===== config.mk =====
export PLATFORM = sky130hd
export DESIGN_NAME = fetch_prefetch
export DESIGN_NICKNAME = d
export VERILOG_FILES = /design/src/rtl/fetch_prefetch.sv
export SDC_FILE = /design/constraint.sdc
export NUM_CORES = 1
export LEC_CHECK = 0
export CORE_ASPECT_RATIO = 0.5
export CORE_MARGIN = 10
export CORE_UTILIZATION = 35
export CTS_CLUSTER_SIZE = 24
export DETAILED_ROUTE_END_ITERATION = 8
export PLACE_DENSITY_LB_ADDON = 0.3
export REMOVE_ABC_BUFFERS = 1
export SLEW_MARGIN = 20
export SYNTH_ARGS = -nofsm -noshare
export SYNTH_HDL_FRONTEND = slang
export SYNTH_SLANG_ARGS = --single-unit

===== constraint.sdc =====
create_clock -name clk -period 8.8 [get_ports clk]
set_input_delay 1.76 -clock clk [delete_from_list [all_inputs] [get_ports clk]]
set_output_delay 1.76 -clock clk [all_outputs]
set_load 0.02 [all_outputs]

===== src/rtl/fetch_prefetch.sv =====
// Sequential instruction prefetch: owns the fetch PC and buffers returned words with their PCs for decode.
// Latency: a response is visible to decode the cycle after it arrives; a redirect fetches the target the next cycle.
// Backpressure: requests are credit-limited so outstanding plus buffered words never exceed DEPTH.
module fetch_prefetch #(
    parameter logic [31:0] RESET_PC = 32'h0000_0000,
    parameter int          DEPTH    = 4
) (
    input  logic        clk,
    input  logic        rst,
    input  logic        ex_valid,
    input  logic        take_branch,
    input  logic [31:0] branch_target,
    output logic        imem_req_valid,
    input  logic        imem_req_ready,
    output logic [31:0] imem_req_addr,
    input  logic        imem_resp_valid,
    input  logic [31:0] imem_resp_data,
    output logic        if_valid,
    input  logic        if_ready,
    output logic [31:0] if_instr,
    output logic [31:0] if_pc
);
    localparam int AW = $clog2(DEPTH);
    localparam int CW = AW + 1;
    localparam logic [CW-1:0] CNT_ONE  = CW'(1);
    localparam logic [CW-1:0] CNT_FULL = CW'(DEPTH);
    localparam logic [AW-1:0] PTR_ONE  = AW'(1);

    logic          redirect;
    logic          req_fire;
    logic          pop;
    logic          push;
    logic          resp_live;
    logic          not_empty;
    logic [31:0]   target_pc;
    logic [31:0]   fetch_pc;
    logic [31:0]   resp_pc;
    logic [CW-1:0] out_cnt;
    logic [CW-1:0] out_nxt;
    logic [CW-1:0] drop_cnt;
    logic [CW-1:0] count;
    logic [CW:0]   in_use;
    logic [AW-1:0] rd_ptr;
    logic [AW-1:0] wr_ptr;
    logic [31:0]   pc_mem    [DEPTH];
    logic [31:0]   instr_mem [DEPTH];

    assign redirect  = ex_valid && take_branch;
    assign target_pc = branch_target & ~32'h3;
    assign in_use    = {1'b0, out_cnt} + {1'b0, count};
    assign not_empty = (count != '0);

    assign imem_req_valid = !redirect && (in_use < {1'b0, CNT_FULL});
    assign imem_req_addr  = fetch_pc;
    assign req_fire       = imem_req_valid && imem_req_ready;

    assign if_valid = !redirect && not_empty;
    assign if_instr = not_empty ? instr_mem[rd_ptr] : 32'h0;
    assign if_pc    = not_empty ? pc_mem[rd_ptr]    : 32'h0;
    assign pop      = if_valid && if_ready;

    // Responses owed to a squashed fetch stream are consumed by drop_cnt, never pushed.
    assign resp_live = imem_resp_valid && !redirect;
    assign push      = resp_live && (drop_cnt == '0);

    always_comb begin
        out_nxt = out_cnt;
        if (req_fire && !imem_resp_valid) begin
            out_nxt = out_cnt + CNT_ONE;
        end else if (!req_fire && imem_resp_valid) begin
            out_nxt = out_cnt - CNT_ONE;
        end
    end

    always_ff @(posedge clk) begin
        if (rst) begin
            fetch_pc <= RESET_PC;
            resp_pc  <= RESET_PC;
            out_cnt  <= '0;
            drop_cnt <= '0;
            count    <= '0;
            rd_ptr   <= '0;
            wr_ptr   <= '0;
        end else begin
            out_cnt <= out_nxt;
            if (redirect) begin
                fetch_pc <= target_pc;
                resp_pc  <= target_pc;
                drop_cnt <= out_nxt;
                count    <= '0;
                rd_ptr   <= '0;
                wr_ptr   <= '0;
            end else begin
                if (req_fire) begin
                    fetch_pc <= fetch_pc + 32'd4;
                end
                if (resp_live && (drop_cnt != '0)) begin
                    drop_cnt <= drop_cnt - CNT_ONE;
                end
                if (push) begin
                    resp_pc <= resp_pc + 32'd4;
                    wr_ptr  <= wr_ptr + PTR_ONE;
                end
                if (pop) begin
                    rd_ptr <= rd_ptr + PTR_ONE;
                end
                if (push && !pop) begin
                    count <= count + CNT_ONE;
                end else if (pop && !push) begin
                    count <= count - CNT_ONE;
                end
            end
        end
    end

    always_ff @(posedge clk) begin
        if (push) begin
            pc_mem[wr_ptr]    <= resp_pc;
            instr_mem[wr_ptr] <= imem_resp_data;
        end
    end

    always_ff @(posedge clk) begin
        if (!rst) begin
            assert (!(push && (count == CNT_FULL)));
            assert (!(pop && !not_empty));
        end
    end
endmodule

Yosys cells after proc, flatten, opt, wreduce, memory -nomap -nowiden
Memories as Yosys holds them, arrays and structs flattened. A register that Yosys moved wholly into a read port is not among the register bits.
Cells that the tools add are included.
{"block": "word_totals", "memories": 2, "inputBits": 71, "ram_bits": 256, "out_inout_bits": 98, "elab_cells": 65, "register_bits": 77}
{"block": "op_classes", "addsub": 10, "n_lt_le_gt_ge": 1, "reduce_logical": 25, "muxes": 18}
{"memory": "instr_mem", "words": 4, "word_bits": 32, "read_ports": 1, "rd_ports_with_merged_regs": 1, "wr": 1, "line_no": "46", "rtl": "logic [31:0] instr_mem [DEPTH];"}
{"memory": "pc_mem", "words": 4, "word_bits": 32, "read_ports": 1, "rd_ports_with_merged_regs": 1, "wr": 1, "line_no": "45", "rtl": "logic [31:0] pc_mem [DEPTH];"}
{"operator": "$mux W32", "count": 6}
{"operator": "$add A32 B3 Y32 const B", "count": 2}
{"operator": "$mux W3", "count": 6}
{"operator": "$logic_and A1 B1 Y1", "count": 12}
{"operator": "$sub A3 B1 Y3 const B", "count": 3}
{"operator": "$mux W2", "count": 4}
{"operator": "$reduce_bool A2 Y1", "count": 4}
{"operator": "$add A3 B1 Y3 const B", "count": 2}
{"operator": "$reduce_bool A3 Y1", "count": 2}
{"operator": "$logic_not A1 Y1", "count": 5}
{"operator": "$add A2 B1 Y2 const B", "count": 2}
{"operator": "$add A3 B3 Y4", "count": 1}
{"operator": "$lt A4 B3 Y1 const B", "count": 1}
{"operator": "$logic_not A3 Y1", "count": 1}
{"operator": "$mux W1", "count": 2}
{"operator": "$reduce_or A2 Y1", "count": 1}

Depth between registers and ports, before layout
Gate-level depths: netlist of the first run.
{"block": "depth", "ltp_word": 9, "ltp_mapped": 11, "depth_no_buf": 10}

Least setup slack after synthesis of the first run
OpenSTA, ideal clock, no wires.
{"block": "synth_path", "kind": "input-to-output", "from": "in ex_valid", "to": "out imem_req_valid", "path_stages": 4, "t_required_ps": 7040, "t_arrival_ps": 2790, "setup_slack_ps": 4250, "cell_sequence": "and2_1 -> clkbuf_1 -> clkbuf_1 -> nor3_1"}
{"block": "synth_via", "elab_chain_cells": 3}
{"item": "from (decl)", "line_no": "10", "rtl": "input logic ex_valid,"}
{"item": "$logic_and A1 B1 Y1", "line_no": "48", "rtl": "assign redirect = ex_valid && take_branch;"}
{"item": "$logic_not A1 Y1", "line_no": "53", "rtl": "assign imem_req_valid = !redirect && (in_use < {1'b0, CNT_FULL});"}
{"item": "$logic_and A1 B1 Y1", "line_no": "53"}
{"item": "to (decl)", "line_no": "13", "rtl": "output logic imem_req_valid,"}
No other way between the ends.

Worst setup path after layout of the first run
{"block": "layout_path", "from": "in ex_valid", "to": "out if_valid"}
{"block": "layout_via", "elab_chain_cells": 3}
{"item": "$logic_and A1 B1 Y1", "line_no": "48"}
{"item": "$logic_not A1 Y1", "line_no": "57", "rtl": "assign if_valid = !redirect && not_empty;"}
{"item": "$logic_and A1 B1 Y1", "line_no": "57"}
{"item": "to (decl)", "line_no": "18", "rtl": "output logic if_valid,"}
No other way between the ends.

==> impl_metrics.csv, run 1 <==
group,metric,value,unit
critical_path,cp.required,7040,ps
critical_path,critical-path-top-delay-family,"buffers and inverters",
clock_network,cts_buffers,31,
critical_path,cp_data_arrival_time,3750,ps
floorplan,coreArea,37500,um2
placement,dp_hpwl,20100,um
placement,routabilityCongestion,0.798,
worst_hold_path,holdPathStages,0,
drt,num_vias,7803,
timing,hold_viol,0,
power_and_ir_drop,cellLeakagePower,0.00519,uW
floorplan,die_y,158,um
finish,final-seq-area,8950,um2
timing,fmax,182,MHz
drt,drt_iter0_drc,500,
critical_path,critPathCaptureType,"output pin",
clock_network,clock_latency,580,ps
critical_path,worst_path_most_repeated_cell,"clkdlybuf4s50_1",
global_route,antenna_found_initial,0,
drt,antenna_left,0,
power_and_ir_drop,vdd_ir_drop_max,0.000122,V
clock_network,htreeDepth,1,
clock_network,cts_tree,"done",
critical_path,path_max_fanout,17,
floorplan,initial_core_util,35.5,%
run_status,outcome,"finished, final reports clean",
worst_hold_path,hp-class,"flop to flop",
critical_path,crit_chain,"clkdlybuf4s50_1, and2_1, nor2_1, clkdlybuf4s50_1",
floorplan,num_rows,50,
floorplan,die_w,296,um
timing,layout_min_cycle_time,5510,ps
critical_path,worst_setup_path_start_kind,"input pin",
finish,drive_gt1_share,12.5,%
synth,synthTopCellsByArea,"edfxtp_1 56%, dfxtp_1 11%, mux4_2 10%",
clock_network,holdBufCountCts,0,
timing,setup_viol,0,
finish,multi_input_area,4110,um2
synth,yosysUniqueCellTypes,45,
timing,tightest_slew,1120,ps
timing,maxSlewViolCount,0,
global_route,grt_first_pass_wirelength,48400,um
drt,wire_per_inst,20.8,um
clock_network,cts_resized,0,
synth,avgSynthCellArea,15.5,um2
finish,syn_to_final_growth,23.1,%
floorplan,die_area,46700,um2
drt,wl,32000,um
timing,min_period_over_period,62.6,%
global_route,grt_pass1_vias,8274,
synth,synth_top_cell_area_share,56.0,%
critical_path,slowest_stage,"and2_1",
global_route,grt-ovfl-total,0,
synth,synth-warning-count,0,
synth,netlist_area,13300,um2
drt,drc,0,
timing,fin_setup_tns,0,ps
clock_network,cts.clk_slew.worst_paths,60,ps
clock_network,ctsRootBufferMaster,"clkbuf_16",
placement,io_buffers,162,
clock_network,cts.sinks,323,
timing,finClkSkew,21.7,ps
synth,ys_seq_elements,323,
critical_path,slowest_delay,710,ps
critical_path,worst-path-stages,4,
timing,rsz0062_at_grt,"false",
floorplan,pin_count,169,
finish,fillers,3293,
flow_run,max_cap_violations,0,
global_route,grt_max_degree,90,
clock_network,cts_buffer_depth,3,
clock_network,postCtsSetupBuffers,0,
critical_path,worst-path-buf-inv,2,
finish,final_core_util,43.7,%
finish,diodes,0,
timing,max-slew-margin-rel,24.5,%
synth,yosysTopAreaCell,"edfxtp_1",
critical_path,crit_type,"input pin to output pin",
finish,finalNetCount,1102,
drt,dr.pass1.iters,5,
synth,synth_cells,858,
critical_path,reg2regPathDepth,6,
global_route,grt_usage,13.4,%
power_and_ir_drop,p_per_area,243,nW/um2
synth,yosysSeqAreaShare,67.3,%
drt,avgViaCountPerCell,5.09,
-- cell usage after synthesis (all sizes together) --
master and number:
edfxtp 248, xor2 46, nor3 10, nand3 29, xnor2 16, nand4 25
a311oi 3, mux4 62, nor4 9, a221oi 1, clkbuf 31, a21oi 57
nor2b 62, or4b 1, nand2 24, o2111ai 1, nand4b 2, o21bai 27
o22a 1, and4 3, conb 1, o21ai 4, nand2b 3, a211oi 9
mux2i 7, or4 1, inv 13, dfxtp 75, or3 3, ha 13
nor4b 1, nand3b 1, a31o 1, nor2 31, buf 19, and2 8
fa 1, and3 8, a311o 1
-- metal layers --
layer / track usage (%) / vias up / routed length [um]
li1: - / 3601 / -
met1: 15.5 / 4029 / 12900
met2: 25.9 / 138 / 17500
met3: 2.10 / 35 / 1020
met4: 2.67 / 0 / 482
met5: 0 / - / 0
-- placed cells by master (no fill, tap or decap), types with 7 or more instances in the layout --
| cell type | instances |
|---|---|
| nor2b_1 | 62 |
| and3_1 | 8 |
| a211oi_1 | 9 |
| mux4_2 | 62 |
| xor2_1 | 46 |
| nor3_1 | 7 |
| edfxtp_1 | 248 |
| clkbuf_16 | 32 |
| buf_4 | 10 |
| nand4_1 | 25 |
| nor4_1 | 7 |
| nor2_1 | 30 |
| clkbuf_1 | 8 |
| clkinv_2 | 7 |
| xnor2_1 | 16 |
| mux2i_1 | 7 |
| nand2_1 | 23 |
| o21bai_1 | 27 |
| inv_1 | 13 |
| nand3_1 | 29 |
| a21oi_1 | 57 |
| ha_1 | 13 |
| clkdlybuf4s50_1 | 162 |
| dfxtp_1 | 73 |
-- flip-flops by register name (all words and copies together), names as in the netlist, named ones only --
register,count
instr_mem,128
pc_mem,120
imem_req_addr,30
resp_pc,30
count,3
drop_cnt,3
out_cnt,3
rd_ptr,2
wr_ptr,2
-- path summary, 6_finish.rpt --
check | start | to | slack, ps
worst max-delay path | ex_valid | if_valid | 3290
worst min register to register | resp_pc[31] | pc_mem[1][31] | 530
worst max register to register | drop_cnt[0] | pc_mem[3][10] | 5300
worst min-delay path | resp_pc[31] | pc_mem[1][31] | 530
-- power breakdown --
group	switching (uW)	internal, uW
sequential	65.4	1730
clock	558	683
combinational	520	414
-- kinds of logic (layout without fill, tap and decap cells) --
kind of cell	Yosys count	in the layout	share of synthesized area (%)
compound gates	105	105	4.86
xor+xnor	62	62	4.08
fa+ha+maj	14	14	1.37
buf+inv	63	241	2.06
flops	323	323	67.3
mux	69	69	11.0
other cells	1	4	0.0282
simple gates	221	221	9.30
-- area by class of cell --
cell class              instances  share of cell area (%)
flip-flops and latches        323                    54.7
multi-input cells             475                    25.1
repair buffers                173                    10.4
clock buffers                  42                    5.24
well taps                     494                    3.77
clock inverters                13                   0.496
inverters                      13                   0.298
-- metrics by stage --
stage	total power, uW	instance area, um2	setup WS (ps)	std cells	hold WS [ps]
floorplan	2340	13100	2860	811	474
global placement	2780	15400	3310	1478	496
detailed placement	2790	15400	3290	1478	521
CTS	4030	16400	3290	1533	530
global route	4140	16400	3230	1533	547
finish	3970	16400	3290	1533	528
No activity file was read; power rests on OpenSTA's default activity.
==> run 2: changes to the inputs <==
clock period = 5.7 ns   (was 8.8 ns; I/O delays follow)
==> impl_metrics.csv, run 2 (synthesis results as in run 1) <==
group,metric,value,unit
floorplan,initial_core_util,35.5,%
drt,dr.pass1.iters,5,
power_and_ir_drop,vdd_ir_drop_max,0.000201,V
drt,wl,32000,um
drt,num_vias,7816,
drt,drc,0,
critical_path,critPathCaptureType,"output pin",
floorplan,die_y,158,um
placement,routabilityCongestion,0.795,
finish,final_cell_mix,"248 x edfxtp_1, 162 x clkdlybuf4s50_1, 73 x dfxtp_1",
finish,drive_gt1_share,13.8,%
critical_path,slowest_stage,"dfxtp_4",
global_route,grt_pass1_vias,8240,
critical_path,crit_chain,"buf_4, mux4_2, nor2b_1, clkdlybuf4s50_1",
clock_network,postCtsSetupBuffers,0,
critical_path,rr_endpoint,"count[2]",
drt,wire_per_inst,20.8,um
timing,hold_viol,0,
finish,diodes,0,
timing,max-slew-margin-rel,28.2,%
clock_network,cts_buffer_depth,3,
clock_network,clock_latency,580,ps
clock_network,cts_tree,"done",
global_route,grt_max_degree,64,
placement,dp_slack,1380,ps
clock_network,holdBufCountCts,0,
power_and_ir_drop,p_per_area,390,nW/um2
critical_path,critical-path-top-delay-family,"buffers and inverters",
timing,tightest_slew,1070,ps
placement,io_buffers,162,
critical_path,path_max_fanout,35,
worst_hold_path,hp-class,"flop to flop",
timing,maxSlewViolCount,0,
critical_path,crit_type,"flop to output pin",
timing,finClkSkew,20.2,ps
global_route,antenna_found_initial,0,
critical_path,worst-path-buf-inv,2,
clock_network,cts.sinks,323,
clock_network,cts_buffers,31,
clock_network,htreeDepth,1,
timing,rsz0062_at_grt,"false",
timing,min_period_over_period,76.9,%
critical_path,reg2regPathDepth,10,
timing,setup_slack,1310,ps
critical_path,cp_data_arrival_time,3250,ps
global_route,grt_usage,13.5,%
finish,finalNetCount,1107,
drt,antenna_left,0,
timing,setup_viol,0,
critical_path,worst_setup_path_start_kind,"flop",
clock_network,ctsRootBufferMaster,"clkbuf_16",
run_status,outcome,"finished, final reports clean",
critical_path,slowest_delay,830,ps
worst_hold_path,min_from,"rd_ptr[0]",
worst_hold_path,holdPathStages,2,
floorplan,die_w,296,um
finish,syn_to_final_growth,25.2,%
global_route,grt_first_pass_wirelength,49200,um
finish,fillers,3286,
placement,dpl.cell_count,1483,
critical_path,cp.required,4560,ps
flow_run,max_cap_violations,0,
critical_path,reg2reg_from,"drop_cnt[0]",
drt,drt_iter0_drc,436,
timing,layout_min_cycle_time,4390,ps
finish,instances_no_fill,1541,
floorplan,coreArea,37500,um2
finish,largest_reg_flops,128,
floorplan,num_rows,50,
clock_network,cts_resized,0,
timing,fmax,228,MHz
clock_network,cts.clk_slew.worst_paths,60,ps
power_and_ir_drop,cellLeakagePower,0.00531,uW
finish,regMostFlops,"instr_mem",
drt,avgViaCountPerCell,5.07,
placement,dp_hpwl,20900,um
floorplan,pin_count,169,
global_route,grt-ovfl-total,0,
finish,reg_top3,"instr_mem: 128 flops, pc_mem: 120 flops",
critical_path,reg2reg_setup_slack,2680,ps
finish,layout_commonest_cell,"edfxtp_1",
floorplan,die_area,46700,um2
-- run 2: cell types whose count changed in the layout (fill, tap and decap cells not counted) --
cell / previous run / this run
and2_2: 1 / 4
and2_4: 3 / 0
buf_12: 0 / 4
buf_4: 10 / 12
buf_6: 1 / 0
bufinv_16: 0 / 8
clkbuf_1: 8 / 2
clkbuf_16: 32 / 31
clkbuf_8: 2 / 0
clkinv_2: 7 / 6
clkinv_4: 0 / 1
clkinvlp_4: 2 / 5
inv_6: 0 / 1
-- run 2: cell type report --
cell class              count  area, um2  share of cell area, %
repair buffers            178       1790                   10.8
multi-input cells         475       4110                   24.7
clock buffers              33        783                   4.70
well taps                 494        618                   3.71
flip-flops and latches    323       8950                   53.7
inverters                  13       48.8                  0.293
clock inverters            25        357                   2.14
-- run 2: how the worst max path moves through the flow --
| stage | start | depth (start not counted) | endpoint | slack, ps |
|---|---|---|---|---|
| finish | flop | 4 | if_instr[28] | 1310 |
| global route | flop | 4 | if_instr[13] | 1060 |
| CTS | flop | 4 | if_instr[28] | 1180 |
| detailed placement | imem_resp_valid | 5 | instr_mem[2][4] | 1380 |
| global placement | imem_resp_valid | 5 | instr_mem[3][16] | 1450 |
| floorplan | count[0] | 9 | count[2] | -90 |
-- run 2: tightest hold or removal path, delay by kind of cell, from the launching register on --
| family | cells | cell delay, ps |
|---|---|---|
| DFF | 1 | 340 |
| xor gates and xnor gates | 1 | 80 |
| and+or+nand+nor | 1 | 70 |
-- run 2: power breakdown --
part           switching, uW  internal [uW]
Sequential               119           2670
Combinational            786            644
Clock                    901           1370
-- run 2: layer usage --
metal | routed length (um) | GRT usage, % | share of wire, % | vias to the layer above
met5 | 0 | 0 | 0 | -
met4 | 534 | 2.84 | 1.7 | 0
met3 | 908 | 1.97 | 2.8 | 43
met2 | 17700 | 25.5 | 55 | 116
met1 | 12900 | 16.3 | 40 | 4048
li1 | - | - | - | 3609
-- run 2: through the flow --
step / instance area, um2 / power, uW / setup TNS (ps) / hold WS [ps] / util, %
floorplan: 13100 / 3610 / -88.2 / 474 / -
global placement: 15500 / 4290 / 0 / 507 / 41.4
detailed placement: 15500 / 4300 / 0 / 509 / 41.4
CTS: 16700 / 6580 / 0 / 527 / 44.4
global route: 16700 / 6770 / 0 / 544 / 44.5
finish: 16700 / 6490 / 0 / 527 / 44.5
==> run 3: changes to the inputs <==
clock period = 4.55 ns   (was 5.7 ns; I/O delays follow)
==> impl_metrics.csv, run 3 (synthesis results as in run 1) <==
group,metric,value,unit
clock_network,cts_buffer_depth,3,
finish,fillers,3208,
timing,hold_viol,0,
placement,dp_hpwl,21500,um
global_route,grt_pass1_vias,8440,
critical_path,path_max_fanout,25,
floorplan,die_y,158,um
clock_network,holdBufCountCts,0,
finish,layout_commonest_cell,"edfxtp_1",
drt,dr.pass1.iters,5,
drt,antenna_left,0,
floorplan,die_w,296,um
finish,drive_gt1_share,14.0,%
clock_network,cts.clk_slew.worst_paths,60,ps
global_route,grt_max_degree,64,
critical_path,crit_type,"flop to output pin",
timing,finClkSkew,8.36,ps
drt,wl,32300,um
clock_network,cts_buffers,31,
floorplan,initial_core_util,35.5,%
finish,final_area,16700,um2
finish,largest_reg_flops,128,
drt,wire_per_inst,20.8,um
run_status,outcome,"finished, final reports clean",
placement,routabilityCongestion,0.790,
placement,io_buffers,162,
global_route,grt_usage,13.6,%
drt,num_vias,7817,
finish,final_cell_mix,"248 x edfxtp_1, 162 x clkdlybuf4s50_1, 73 x dfxtp_1",
timing,fmax,261,MHz
placement,dp_slack,823,ps
clock_network,cts.sinks,323,
placement,place_area,15600,um2
timing,tightest_slew,1040,ps
floorplan,num_rows,50,
critical_path,cp_data_arrival_time,2930,ps
worst_hold_path,hp-class,"flop to flop",
finish,syn_to_final_growth,25.5,%
timing,layout_min_cycle_time,3840,ps
finish,diodes,0,
finish,regMostFlops,"instr_mem",
flow_run,max_cap_violations,0,
power_and_ir_drop,vdd_ir_drop_max,0.000359,V
power_and_ir_drop,cellLeakagePower,0.00534,uW
global_route,antenna_found_initial,0,
critical_path,critPathCaptureType,"output pin",
timing,holdWs,526,ps
finish,reg_top3,"instr_mem: 128 flops, pc_mem: 120 flops",
clock_network,clock_latency,580,ps
clock_network,ctsRootBufferMaster,"clkbuf_16",
drt,drc,0,
clock_network,cts_tree,"done",
timing,setup_slack,712,ps
timing,maxSlewViolCount,0,
critical_path,worst_setup_path_start_kind,"flop",
power_and_ir_drop,p_per_area,476,nW/um2
global_route,grt-ovfl-total,0,
floorplan,pin_count,169,
timing,max-slew-margin-rel,30.3,%
floorplan,coreArea,37500,um2
clock_network,htreeDepth,1,
finish,finalNetCount,1116,
timing,setup_viol,0,
clock_network,postCtsSetupBuffers,0,
drt,avgViaCountPerCell,5.04,
global_route,grt_first_pass_wirelength,49100,um
timing,min_period_over_period,84.4,%
drt,drt_iter0_drc,473,
clock_network,cts_resized,0,
critical_path,cp.required,3640,ps
floorplan,die_area,46700,um2
timing,rsz0062_at_grt,"false",
-- run 3: changes by cell type in the layout (fill, tap and decap cells not counted), moves of 2 or more --
cell / previous run / this run
clkinv_1: 3 / 6
bufinv_16: 8 / 4
clkinvlp_4: 5 / 1
buf_12: 4 / 9
clkbuf_8: 0 / 3
buf_4: 12 / 16
clkbuf_1: 2 / 4
-- run 3: cell type report --
type                            count  area (um2)  share of cell area, %
Inverter                           13        48.8                  0.292
Multi-Input combinational cell    475        4110                   24.6
Timing Repair Buffer              187        1920                   11.5
Clock buffer                       38         832                   4.98
Clock inverter                     20         211                   1.27
Sequential cell                   323        8950                   53.6
Tap cell                          494         618                   3.70
-- run 3: layer usage --
metal  global-route usage [%]  share of wire, %  vias to the layer above  wire length [um]
met1                     15.7                40                     3988             13000
met2                     25.5                54                      145             17400
met4                     4.38               2.6                        0               854
met3                     2.03               3.3                       51              1060
li1                         -                 -                     3633                 -
met5                        0                 0                        -                 0
-- run 3: worst paths after layout --
path	startpoint	end	slack [ps]	cells past startpoint
worst max register to register	count[0]	count[2]	1570	10
worst min-delay path	resp_pc[31]	pc_mem[1][31]	530	0
worst max-delay path	flop	if_pc[13]	710	4
worst min register to register	resp_pc[31]	pc_mem[1][31]	530	0
-- run 3: worst max-delay path, cell delays in order (launching register included) --
cell	delay, ps
dfxtp_4	730
buf_12	290
mux4_2	530
nor2b_1	160
clkdlybuf4s50_1	600
-- run 3: stage by stage --
stage                     total power, uW  utilization [%]  TNS [ps]  cells
final                                7940             44.6         0   1550
after global routing                 8270             44.6         0   1550
after CTS                            8050             44.5         0   1550
after detailed placement             5420             41.8         0   1492
after global placement               5390             41.8         0   1492
after floorplan                      4520                -    -32050    811
-- run 3: report_power, final --
part / switching, uW / leakage [uW] / internal, uW / total (uW)
combinational: 994 / 0.00193 / 819 / 1810
sequential: 141 / 0.00289 / 3350 / 3490
clock: 1110 / 0.000516 / 1530 / 2640
